[config.mk]
export PLATFORM = sky130hd
export DESIGN_NAME = gpio_input_filter_flat
export DESIGN_NICKNAME = d
export VERILOG_FILES = /design/src/rtl/gpio_pkg.sv /design/src/rtl/gpio_input_filter_if.sv /design/src/rtl/debounce_bit.sv /design/src/rtl/gpio_input_filter.sv /design/src/flat_wrapper.sv
export SDC_FILE = /design/constraint.sdc
export NUM_CORES = 1
export LEC_CHECK = 0
export CORE_MARGIN = 1
export CORE_UTILIZATION = 60
export CTS_CLUSTER_SIZE = 16
export DETAILED_ROUTE_END_ITERATION = 8
export DONT_BUFFER_PORTS = 1
export PLACE_DENSITY = 0.86
export SLEW_MARGIN = 20
export SYNTH_ARGS = -nofsm -noshare
export SYNTH_HDL_FRONTEND = slang
export SYNTH_SLANG_ARGS = --single-unit
[constraint.sdc]
create_clock -name clk -period 2.52 [get_ports clk]
set_input_delay 0.378 -clock clk [delete_from_list [all_inputs] [get_ports clk]]
set_output_delay 0.378 -clock clk [all_outputs]
set_load 0.05 [all_outputs]
[src/rtl/gpio_pkg.sv]
`default_nettype none
// +------------------------------------------------------------------+
// | gpio_pkg: shared GPIO address map and interrupt register decode.  |
// | Rev 1.0                                                           |
// +------------------------------------------------------------------+
package gpio_pkg;

  localparam logic [31:0] GPIO_BASE = 32'ha000_0000;
  localparam logic [31:0] GPIO_SIZE = 32'h0000_0100;
  // The interrupt window sits directly after the GPIO window
  localparam logic [31:0] IRQ_BASE  = GPIO_BASE + GPIO_SIZE;
  localparam logic [31:0] IRQ_SIZE  = 32'h0000_0100;

  localparam logic [31:0] IRQ_PENDING_OFS = 32'h0;
  localparam logic [31:0] IRQ_RISE_EN_OFS = 32'h4;
  localparam logic [31:0] IRQ_FALL_EN_OFS = 32'h8;
  localparam logic [31:0] IRQ_LEVEL_OFS   = 32'hC;

  typedef enum logic [1:0] {
    REG_PENDING = 2'd0,
    REG_RISE_EN = 2'd1,
    REG_FALL_EN = 2'd2,
    REG_LEVEL   = 2'd3
  } irq_reg_e;

  typedef struct packed {
    logic     hit;
    irq_reg_e sel;
  } irq_decode_t;

  function automatic irq_decode_t irq_decode(
    input logic [31:0] addr,
    input logic [31:0] base,
    input logic [31:0] size
  );
    irq_decode_t d;
    logic [31:0] ofs;
    logic [32:0] lim;
    logic        in_win;
    ofs    = addr - base;
    lim    = {1'b0, base} + {1'b0, size};
    in_win = (addr >= base) && ({1'b0, addr} < lim);
    d.hit  = 1'b0;
    d.sel  = REG_PENDING;
    if (in_win && (ofs[1:0] == 2'b00)) begin
      case (ofs)
        IRQ_PENDING_OFS: begin d.hit = 1'b1; d.sel = REG_PENDING; end
        IRQ_RISE_EN_OFS: begin d.hit = 1'b1; d.sel = REG_RISE_EN; end
        IRQ_FALL_EN_OFS: begin d.hit = 1'b1; d.sel = REG_FALL_EN; end
        IRQ_LEVEL_OFS:   begin d.hit = 1'b1; d.sel = REG_LEVEL;   end
        default:         d.hit = 1'b0;
      endcase
    end
    return d;
  endfunction

endpackage
`default_nettype wire

[src/rtl/gpio_input_filter_if.sv]
`default_nettype none
// +------------------------------------------------------------------+
// | gpio_input_filter_if: CPU load/store bus for the IRQ registers.   |
// | Rev 1.0                                                           |
// +------------------------------------------------------------------+
interface gpio_input_filter_if;

  logic [31:0] address;
  logic [31:0] write_data;
  logic        write_enable;
  logic        read_enable;
  logic [31:0] read_data;

  modport master (
    output address,
    output write_data,
    output write_enable,
    output read_enable,
    input  read_data
  );

  modport slave (
    input  address,
    input  write_data,
    input  write_enable,
    input  read_enable,
    output read_data
  );

endinterface
`default_nettype wire

[src/rtl/debounce_bit.sv]
`default_nettype none
// +------------------------------------------------------------------+
// | debounce_bit: 2-flop synchroniser, debounce counter, edge pulses. |
// | Rev 1.0                                                           |
// +------------------------------------------------------------------+
module debounce_bit #(
  parameter int DEBOUNCE_CYCLES = 16
) (
  input  wire logic clk,
  input  wire logic rst,
  input  wire logic pin,
  output logic      filt,
  output logic      rise,
  output logic      fall
);

  localparam int             CW         = $clog2(DEBOUNCE_CYCLES + 1);
  localparam logic [CW-1:0]  C_CNT_LAST = CW'(DEBOUNCE_CYCLES - 1);

  logic          r_s1;
  logic          r_s2;
  logic          r_filt;
  logic [CW-1:0] r_cnt;
  logic          w_differ;
  logic          w_accept;

  assign w_differ = (r_s2 != r_filt);
  assign w_accept = w_differ && (r_cnt == C_CNT_LAST);

  always_ff @(posedge clk) begin
    if (rst) begin
      r_s1   <= 1'b0;
      r_s2   <= 1'b0;
      r_filt <= 1'b0;
      r_cnt  <= '0;
    end else begin
      r_s1 <= pin;
      r_s2 <= r_s1;
      // Any return to the accepted level restarts the count from zero
      if (!w_differ) begin
        r_cnt <= '0;
      end else if (w_accept) begin
        r_filt <= r_s2;
        r_cnt  <= '0;
      end else begin
        r_cnt <= r_cnt + CW'(1);
      end
    end
  end

  // Pulses are valid in the cycle before filt flips, so the pending
  // register can latch them on the same edge that updates filt.
  assign filt = r_filt;
  assign rise = w_accept &  r_s2;
  assign fall = w_accept & ~r_s2;

endmodule
`default_nettype wire

[src/rtl/gpio_input_filter.sv]
`default_nettype none
// +------------------------------------------------------------------+
// | gpio_input_filter: debounced GPIO inputs with W1C edge interrupts.|
// | Rev 1.0                                                           |
// +------------------------------------------------------------------+
module gpio_input_filter
  import gpio_pkg::*;
#(
  parameter int          WIDTH           = 32,
  parameter int          DEBOUNCE_CYCLES = 16,
  parameter logic [31:0] IRQ_BASE        = 32'ha000_0100,
  parameter logic [31:0] IRQ_SIZE        = 32'h0000_0100
) (
  input  wire logic             clk,
  input  wire logic             rst,
  input  wire logic [WIDTH-1:0] pin_in,
  output logic      [WIDTH-1:0] filtered_out,
  gpio_input_filter_if.slave    bus,
  output logic                  irq
);

  logic [WIDTH-1:0] w_filt;
  logic [WIDTH-1:0] w_rise;
  logic [WIDTH-1:0] w_fall;
  logic [WIDTH-1:0] r_pending;
  logic [WIDTH-1:0] r_rise_en;
  logic [WIDTH-1:0] r_fall_en;
  logic [WIDTH-1:0] w_wdata;
  logic [WIDTH-1:0] w_set;
  logic [WIDTH-1:0] w_clr;
  irq_decode_t      w_dec;
  logic             w_wr_pending;
  logic             w_wr_rise_en;
  logic             w_wr_fall_en;

  for (genvar gi = 0; gi < WIDTH; gi++) begin : g_bit
    debounce_bit #(
      .DEBOUNCE_CYCLES(DEBOUNCE_CYCLES)
    ) u_debounce (
      .clk  (clk),
      .rst  (rst),
      .pin  (pin_in[gi]),
      .filt (w_filt[gi]),
      .rise (w_rise[gi]),
      .fall (w_fall[gi])
    );
  end

  assign w_dec   = irq_decode(bus.address, IRQ_BASE, IRQ_SIZE);
  assign w_wdata = bus.write_data[WIDTH-1:0];

  assign w_wr_pending = bus.write_enable && w_dec.hit && (w_dec.sel == REG_PENDING);
  assign w_wr_rise_en = bus.write_enable && w_dec.hit && (w_dec.sel == REG_RISE_EN);
  assign w_wr_fall_en = bus.write_enable && w_dec.hit && (w_dec.sel == REG_FALL_EN);

  // Enables are sampled before this edge's write lands, and a new event
  // overrides a simultaneous W1C of the same bit.
  assign w_set = (w_rise & r_rise_en) | (w_fall & r_fall_en);
  assign w_clr = w_wr_pending ? w_wdata : '0;

  always_ff @(posedge clk) begin
    if (rst) begin
      r_pending <= '0;
      r_rise_en <= '0;
      r_fall_en <= '0;
    end else begin
      r_pending <= (r_pending & ~w_clr) | w_set;
      if (w_wr_rise_en) r_rise_en <= w_wdata;
      if (w_wr_fall_en) r_fall_en <= w_wdata;
    end
  end

  always_comb begin
    bus.read_data = '0;
    if (bus.read_enable && w_dec.hit) begin
      case (w_dec.sel)
        REG_PENDING: bus.read_data = 32'(r_pending);
        REG_RISE_EN: bus.read_data = 32'(r_rise_en);
        REG_FALL_EN: bus.read_data = 32'(r_fall_en);
        REG_LEVEL:   bus.read_data = 32'(w_filt);
        default:     bus.read_data = '0;
      endcase
    end
  end

  assign filtered_out = w_filt;
  assign irq          = |r_pending;

endmodule
`default_nettype wire
[src/flat_wrapper.sv]
// flat-port wrapper written by rule: the top's interface ports become plain ports
module gpio_input_filter_flat import gpio_pkg::*;
#(
  parameter int          WIDTH           = 32,
  parameter int          DEBOUNCE_CYCLES = 16,
  parameter logic [31:0] IRQ_BASE        = 32'ha000_0100,
  parameter logic [31:0] IRQ_SIZE        = 32'h0000_0100
)
  (clk, rst, pin_in, filtered_out, irq, bus_address, bus_write_data, bus_write_enable, bus_read_enable, bus_read_data);
  gpio_input_filter_if bus_i ();
  input  wire logic clk;
  input  wire logic rst;
  input  wire logic [WIDTH-1:0] pin_in;
  output logic      [WIDTH-1:0] filtered_out;
  output logic irq;
  input wire logic [$bits(bus_i.address)-1:0] bus_address;
  input wire logic [$bits(bus_i.write_data)-1:0] bus_write_data;
  input wire logic [$bits(bus_i.write_enable)-1:0] bus_write_enable;
  input wire logic [$bits(bus_i.read_enable)-1:0] bus_read_enable;
  output wire logic [$bits(bus_i.read_data)-1:0] bus_read_data;
  assign bus_i.address = bus_address;
  assign bus_i.write_data = bus_write_data;
  assign bus_i.write_enable = bus_write_enable;
  assign bus_i.read_enable = bus_read_enable;
  assign bus_read_data = bus_i.read_data;
  gpio_input_filter #(.WIDTH(WIDTH), .DEBOUNCE_CYCLES(DEBOUNCE_CYCLES), .IRQ_BASE(IRQ_BASE), .IRQ_SIZE(IRQ_SIZE)) u_core (.clk(clk), .rst(rst), .pin_in(pin_in), .filtered_out(filtered_out), .bus(bus_i), .irq(irq));
endmodule
# After elaboration in Yosys (flattened, before gate mapping)

Index checks and enable logic that the tools add are counted.

Magnitude comparators: 2
Bitwise logic cells: 134
Equal/unequal tests: 70
Add/subtract/negate cells: 33
Reductions and logical operators: 108
Multiplexer cells: 6

Operator list:

| kind                                                                   | count |
|---|---|
| 5-bit by 1-bit adder with 5-bit output, second input constant          | 32 |
| 5-bit by 4-bit equality test with 1-bit output, second input constant  | 32 |
| 32-bit case mux with 4 select lines                                    | 1 |
| 32-bit AND                                                             | 3 |
| 3-bit OR reduction                                                     | 32 |
| 1-bit AND                                                              | 64 |
| 32-bit by 4-bit equality test with 1-bit output, second input constant | 2 |
| 32-bit 2-to-1 mux                                                      | 2 |
| 1-bit inverter                                                         | 64 |
| 32-bit OR                                                              | 2 |
| 2-bit AND reduction                                                    | 32 |
| 1-bit logical AND                                                      | 39 |
| 32-bit by 3-bit equality test with 1-bit output, second input constant | 1 |
| 32-bit greater-or-equal comparator, second input constant              | 1 |
| 32-bit zero test                                                       | 1 |
| 32-bit less-than comparator, second input constant                     | 1 |
| 1-bit inequality test                                                  | 32 |
| 32-bit inverter                                                        | 1 |
| 32-bit OR reduction                                                    | 1 |
| 32-bit subtractor, second input constant                               | 1 |
| 2-bit case mux with 3 select lines                                     | 1 |
| 2-bit equality test, second input constant                             | 2 |
| 2-bit zero test                                                        | 2 |
| 4-bit OR reduction                                                     | 1 |
| 3 further kinds                                                        | 3 |

Input bits: 100
Register bits after elaboration: 352

# Longest topological paths before layout

Depth after elaboration: 11
Mapped depth: 8
Depth with buffers taken out: 6

# Cells and area by module

Synthesis repeated with hierarchy kept, for this count alone.

Cells, all modules: 1,440
Area total of the unflattened synthesis: 14,909.3 µm²

Modules (own cells, without submodules):

| module            | times used | area an instance (µm²) | seq. area each (µm²) | cells each |
|---|---|---|---|---|
| debounce_bit      | 32         | 302.8                  | 160.2                | 30 |
| gpio_input_filter | 1          | 5,220.0                | 1,921.8              | 480 |

# Worst setup path before layout

OpenSTA, ideal clock, no wires.

Kind: input-to-output
From: input bus_address[5]
To: output bus_read_data[17]
Setup slack: -710 ps
Path buffers: 1
Stages: 6
Data arrival time: 2,852 ps
Cells stage by stage: nor4_2 > nand4_2 > buf_2 > mux2_2 > nand2_1 > a311oi_1

Word-level cells in the longest chain between the ends: 7
Elaborated cells between the ends (all ways): 20
Classes of those cells: add/sub: 1; order compare: 2; eq/ne: 6; mux: 5; reduce/logical: 6

RTL lines:

| item                                                                     | RTL line                                         | source |
|---|---|---|
| from (decl)                                                              | flat_wrapper.sv:16                               | `input wire logic [$bits(bus_i.address)-1:0] bus_address;` |
| 32-bit subtractor (tied with other cells)                                | gpio_pkg.sv:40                                   | `ofs = addr - base;` |
| 32-bit by 4-bit equality test with 1-bit output (tied with other cells)  | gpio_pkg.sv:46                                   | `case (ofs)` |
| 2-bit case mux with 3 select lines (tied with other cells)               | gpio_pkg.sv:46                                   |  |
| 3-bit 2-to-1 mux *                                                       | gpio_pkg.sv:45                                   | `if (in_win && (ofs[1:0] == 2'b00)) begin` |
| 2-bit equality test (tied with other cells)                              | gpio_input_filter.sv:76                          | `case (w_dec.sel)` |
| 32-bit case mux with 4 select lines or 1-bit logical AND (tied branches) | gpio_input_filter.sv:76, gpio_input_filter.sv:75 |  |
| 32-bit 2-to-1 mux *                                                      | gpio_input_filter.sv:75                          | `if (bus.read_enable && w_dec.hit) begin` |
| to (decl)                                                                | flat_wrapper.sv:20                               | `output wire logic [$bits(bus_i.read_data)-1:0] bus_read_data;` |

Mark *: on every way between the ends. The rest lies on a longest branch, timed or not.

# Worst setup path after layout

From: input bus_address[6]
To: output bus_read_data[10]

The elaborated chain is that of the path after synthesis.

==> impl_results.md <==
- Residual DRC: 0
- Adder-cell share of the synthesized area: 5.43%
- RSZ-0062 raised after global routing: true
- Buf/Inv on CP: 2
- Switch share: 21.3%
- Grt ovf: 0
- Crit path largest cell delay: 440 ps
- Synth Area in XOR/XNOR: 3.80%
- Fin Hold WS: approximately 6.3 ps
- CTS H-tree depth: 2
- Routed via count: 12.6k
- CTS Buf Count: 37
- CP arrival: 2270 ps
- Clock power frac: a little under half
- Initial antenna violation count: 1
- Antenna cells: 0
- Max Clk Rate: 378 MHz
- CP Cell Sequence: nor4_4 > nand4_1 > nor4_4 > buf_12 > nand2_2 > a311oi_4 > buf_12
- Multiplexer share of the synthesized area: roughly 5.6%
- R2R Path End: u_core.r_pending[11]$_SDFF_PP0_
- Final Wtd Congestion: 0.833
- Initial Util: between 60% and 70%
- Total GRT Usage: between 30 and 40%
- Worst r2r path cells: 5
- Worst-path clk slew: 60 ps
- Hold path depth: 1
- Max IR drop VDD: 469 uV
- HP Start: pin_in[15]
- Post-synth net total: 1,795
- Post-synthesis sequential area ratio: 47.7%
- Final hold vios: 0
- Worst R2R Start: u_core.g_bit[11].u_debounce.filt$_SDFFE_PP0P_
- Layout cells sized above 1: around an eighth
- Top-Level Pins: 165
- Crit. End Element: primary output
- Post-detail-place hpwl: ~23 mm
- PnR worst setup slack: -127 ps
- Hold WC Path Type: primary input to flop
- Most used DFF post-synth: dfxtp_1
- Vias per Instance: 5.97
- Final WL: 41.4 mm
- Req. time, crit path: 2140 ps
- Root buf cell: clkbuf_16
- Hold Path End: u_core.g_bit[15].u_debounce.r_s1$_SDFF_PP0_
- Largest family of logic cells by synthesized area: simple AND/OR/NAND/NOR gates
- Status: finished, violations left
- PD cells: 604 nW/um2
- Post-synthesis cell type count: 40
- Setup CP Type: primary input to primary output
- Post-detailed-route count of antenna-violating nets: 0
- Post-Syn Area: 14,800 um2
- Max transition margin: 51.4%
- Nets@finish: 1,926
- CP top delay family: simple AND/OR/NAND/NOR gates
- DR WL/cell: 19.6 um
- Pleak: 0.00760 uW
- Actual slew at the worst max-slew pin: around 700 ps
- Rows: 57
- Maximum number of pins on one net before global-route repair: 120
- Number of global-route vias before repair: 13.0k
- Flop pwr share: 49.9%
- First-pass DRT Iterations: 7
- Combinational share of power: around 2.8%
- First-pass GRT wire length: 65.2 mm
- Yosys warns: 0
- DIE AREA: 25,200 um2
- Clock skew: about 19 ps
- PortBufs: 0
- Die W: 159 um
- Iter 0 DRT Violations: 1,174
- Max-slew violations: 0
- Synth Area in Simple Gates: approximately 21%
- Clock latency on the worst-skew pair: 520 ps
- Crit path time final: 2650 ps
- Post-synthesis compound-gate area fraction: under 10%
- Layout area overhead: 27.5%
- Int Pwr: 8950 uW
- Ys async rst share: 0%
- R2r setup slk: 470 ps
- Core Area: 24,200 um2
- CP max FO: 6
- Clock sink count: 352
- Power, Total: 11,400 uW
- Net switching power: around 2400 uW
- Crit share post-route: 105%
- #FFs+latches synth: 352
- Avg Synthesized Cell Area: 9.05 um2
- Die height: about 160 um
- Fillers: 1,371
- Finished Core Util: 77.6%
- Cells after Synth: 1,631
- Post-synth EDFFs: 0
- CTS tree: done
- # setup viols final: 12
- Startpoint types: primary input
- Maximum root-to-sink buffer count: 3
- Violated checks: negative setup slack
- Max cap viols: 0
- Max stage delay cell, worst path: a311oi_4
[cells in the final DEF, fill, tap and decap left out, drive strengths merged, types with 3 or more instances in the layout]
master,synthesis,routed
a21oi,64,64
a22o,32,32
a311oi,32,32
a32oi,16,16
and3,34,34
buf,52,91
bufinv,0,3
clkbuf,43,49
clkinv,0,10
dfxtp,352,352
dlygate4sd3,0,95
ha,64,64
inv,96,96
mux2,16,16
mux2i,64,64
nand2,146,146
nand3,34,34
nand4,7,7
nor2,291,291
nor2b,128,128
nor4,16,16
o21ai,32,32
o31ai,32,32
or4,3,3
xnor2,32,32
xor2,32,32
[cell type report]
type	count	area, um2	share of cell area (%)
repair buffers	187	2290	12.2
multi-input cells	1088	7530	40.0
clock inverters	14	163	0.864
clock buffers	48	1030	5.46
inverters	96	360	1.91
well taps	324	405	2.15
flip-flops and latches	352	7050	37.4
[synthesized netlist by cell type (all sizes together), types with 34 or more instances]
cell / number / area (um2)
and3: 34 / 213
dfxtp: 352 / 7050
inv: 96 / 360
mux2i: 64 / 641
buf: 52 / 378
nor2b: 128 / 801
clkbuf: 43 / 161
nand2: 146 / 548
ha: 64 / 801
a21oi: 64 / 320
nor2: 291 / 1090
nand3: 34 / 170
[power by group through the flow]
stage | logic, uW | clock network (uW) | registers (uW)
2_1_floorplan | 214 | 0 | 5770
3_3_place_gp | 199 | 0 | 5780
3_5_place_dp | 208 | 0 | 5780
4_1_cts | 302 | 5410 | 5660
5_1_grt | 344 | 5670 | 5670
6_report | 319 | 5380 | 5660
[through the flow]
step | area [um2] | setup TNS (ps) | instances | worst slack, ps
after floorplan | 15400 | -2270 | 1631 | -91.4
after global placement | 16400 | -1170 | 1939 | -90.3
after detailed placement | 16400 | -1390 | 1939 | -110
after CTS | 18600 | -322 | 2099 | -42.8
after global routing | 18800 | -1870 | 2109 | -155
final | 18800 | -1010 | 2109 | -127
[logic make-up (layout without fill, tap and decap cells)]
| kind of cell | after synthesis | count (layout) |
|---|---|---|
| and+or+nand+nor | 670 | 670 |
| DFF | 352 | 352 |
| AOI/OAI and AO/OA | 210 | 210 |
| buffers and inverters | 191 | 345 |
| muxes | 80 | 80 |
| adders and majority gates | 64 | 64 |
| xor gates and xnor gates | 64 | 64 |
[state kept, by name, indices dropped and copies added, names as in the netlist]
register and cells:
u_core.g_bit.u_debounce.r_s1 32, u_core.r_pending 32, u_core.g_bit.u_debounce.r_cnt 160, u_core.g_bit.u_debounce.r_s2 32, u_core.g_bit.u_debounce.filt 32, u_core.r_rise_en 32, u_core.r_fall_en 32
[metal layers]
| metal | global-route usage [%] | vias up | share of wire (%) |
|---|---|---|---|
| li1 | - | 5700 | - |
| met1 | 35.2 | 5982 | 37 |
| met2 | 56.4 | 663 | 49 |
| met3 | 7.26 | 235 | 8.1 |
| met4 | 19.2 | 2 | 5.9 |
| met5 | 0 | - | 0.027 |
[how the worst max path moves through the flow]
| stage | from | endpoint | slack (ps) | cells after the start |
|---|---|---|---|---|
| after floorplan | bus_address[9] | bus_read_data[11] | -90 | 7 |
| after global placement | bus_address[22] | bus_read_data[20] | -90 | 8 |
| after detailed placement | bus_address[5] | bus_read_data[30] | -110 | 8 |
| after CTS | bus_address[9] | bus_read_data[20] | -40 | 7 |
| after global routing | bus_address[19] | bus_read_data[16] | -150 | 8 |
| final | bus_address[6] | bus_read_data[10] | -130 | 7 |
[repair_timing]
action                     in CTS  in global routing
gates resized for setup         8                 27
hold endpoints to repair      191                  1
setup endpoints to repair      31                 33
setup buffers                   3                  8
pin swaps                       8                 15
cloned                          0                  1
hold buffers                   95                  1
No activity file was read; power rests on OpenSTA's default activity.
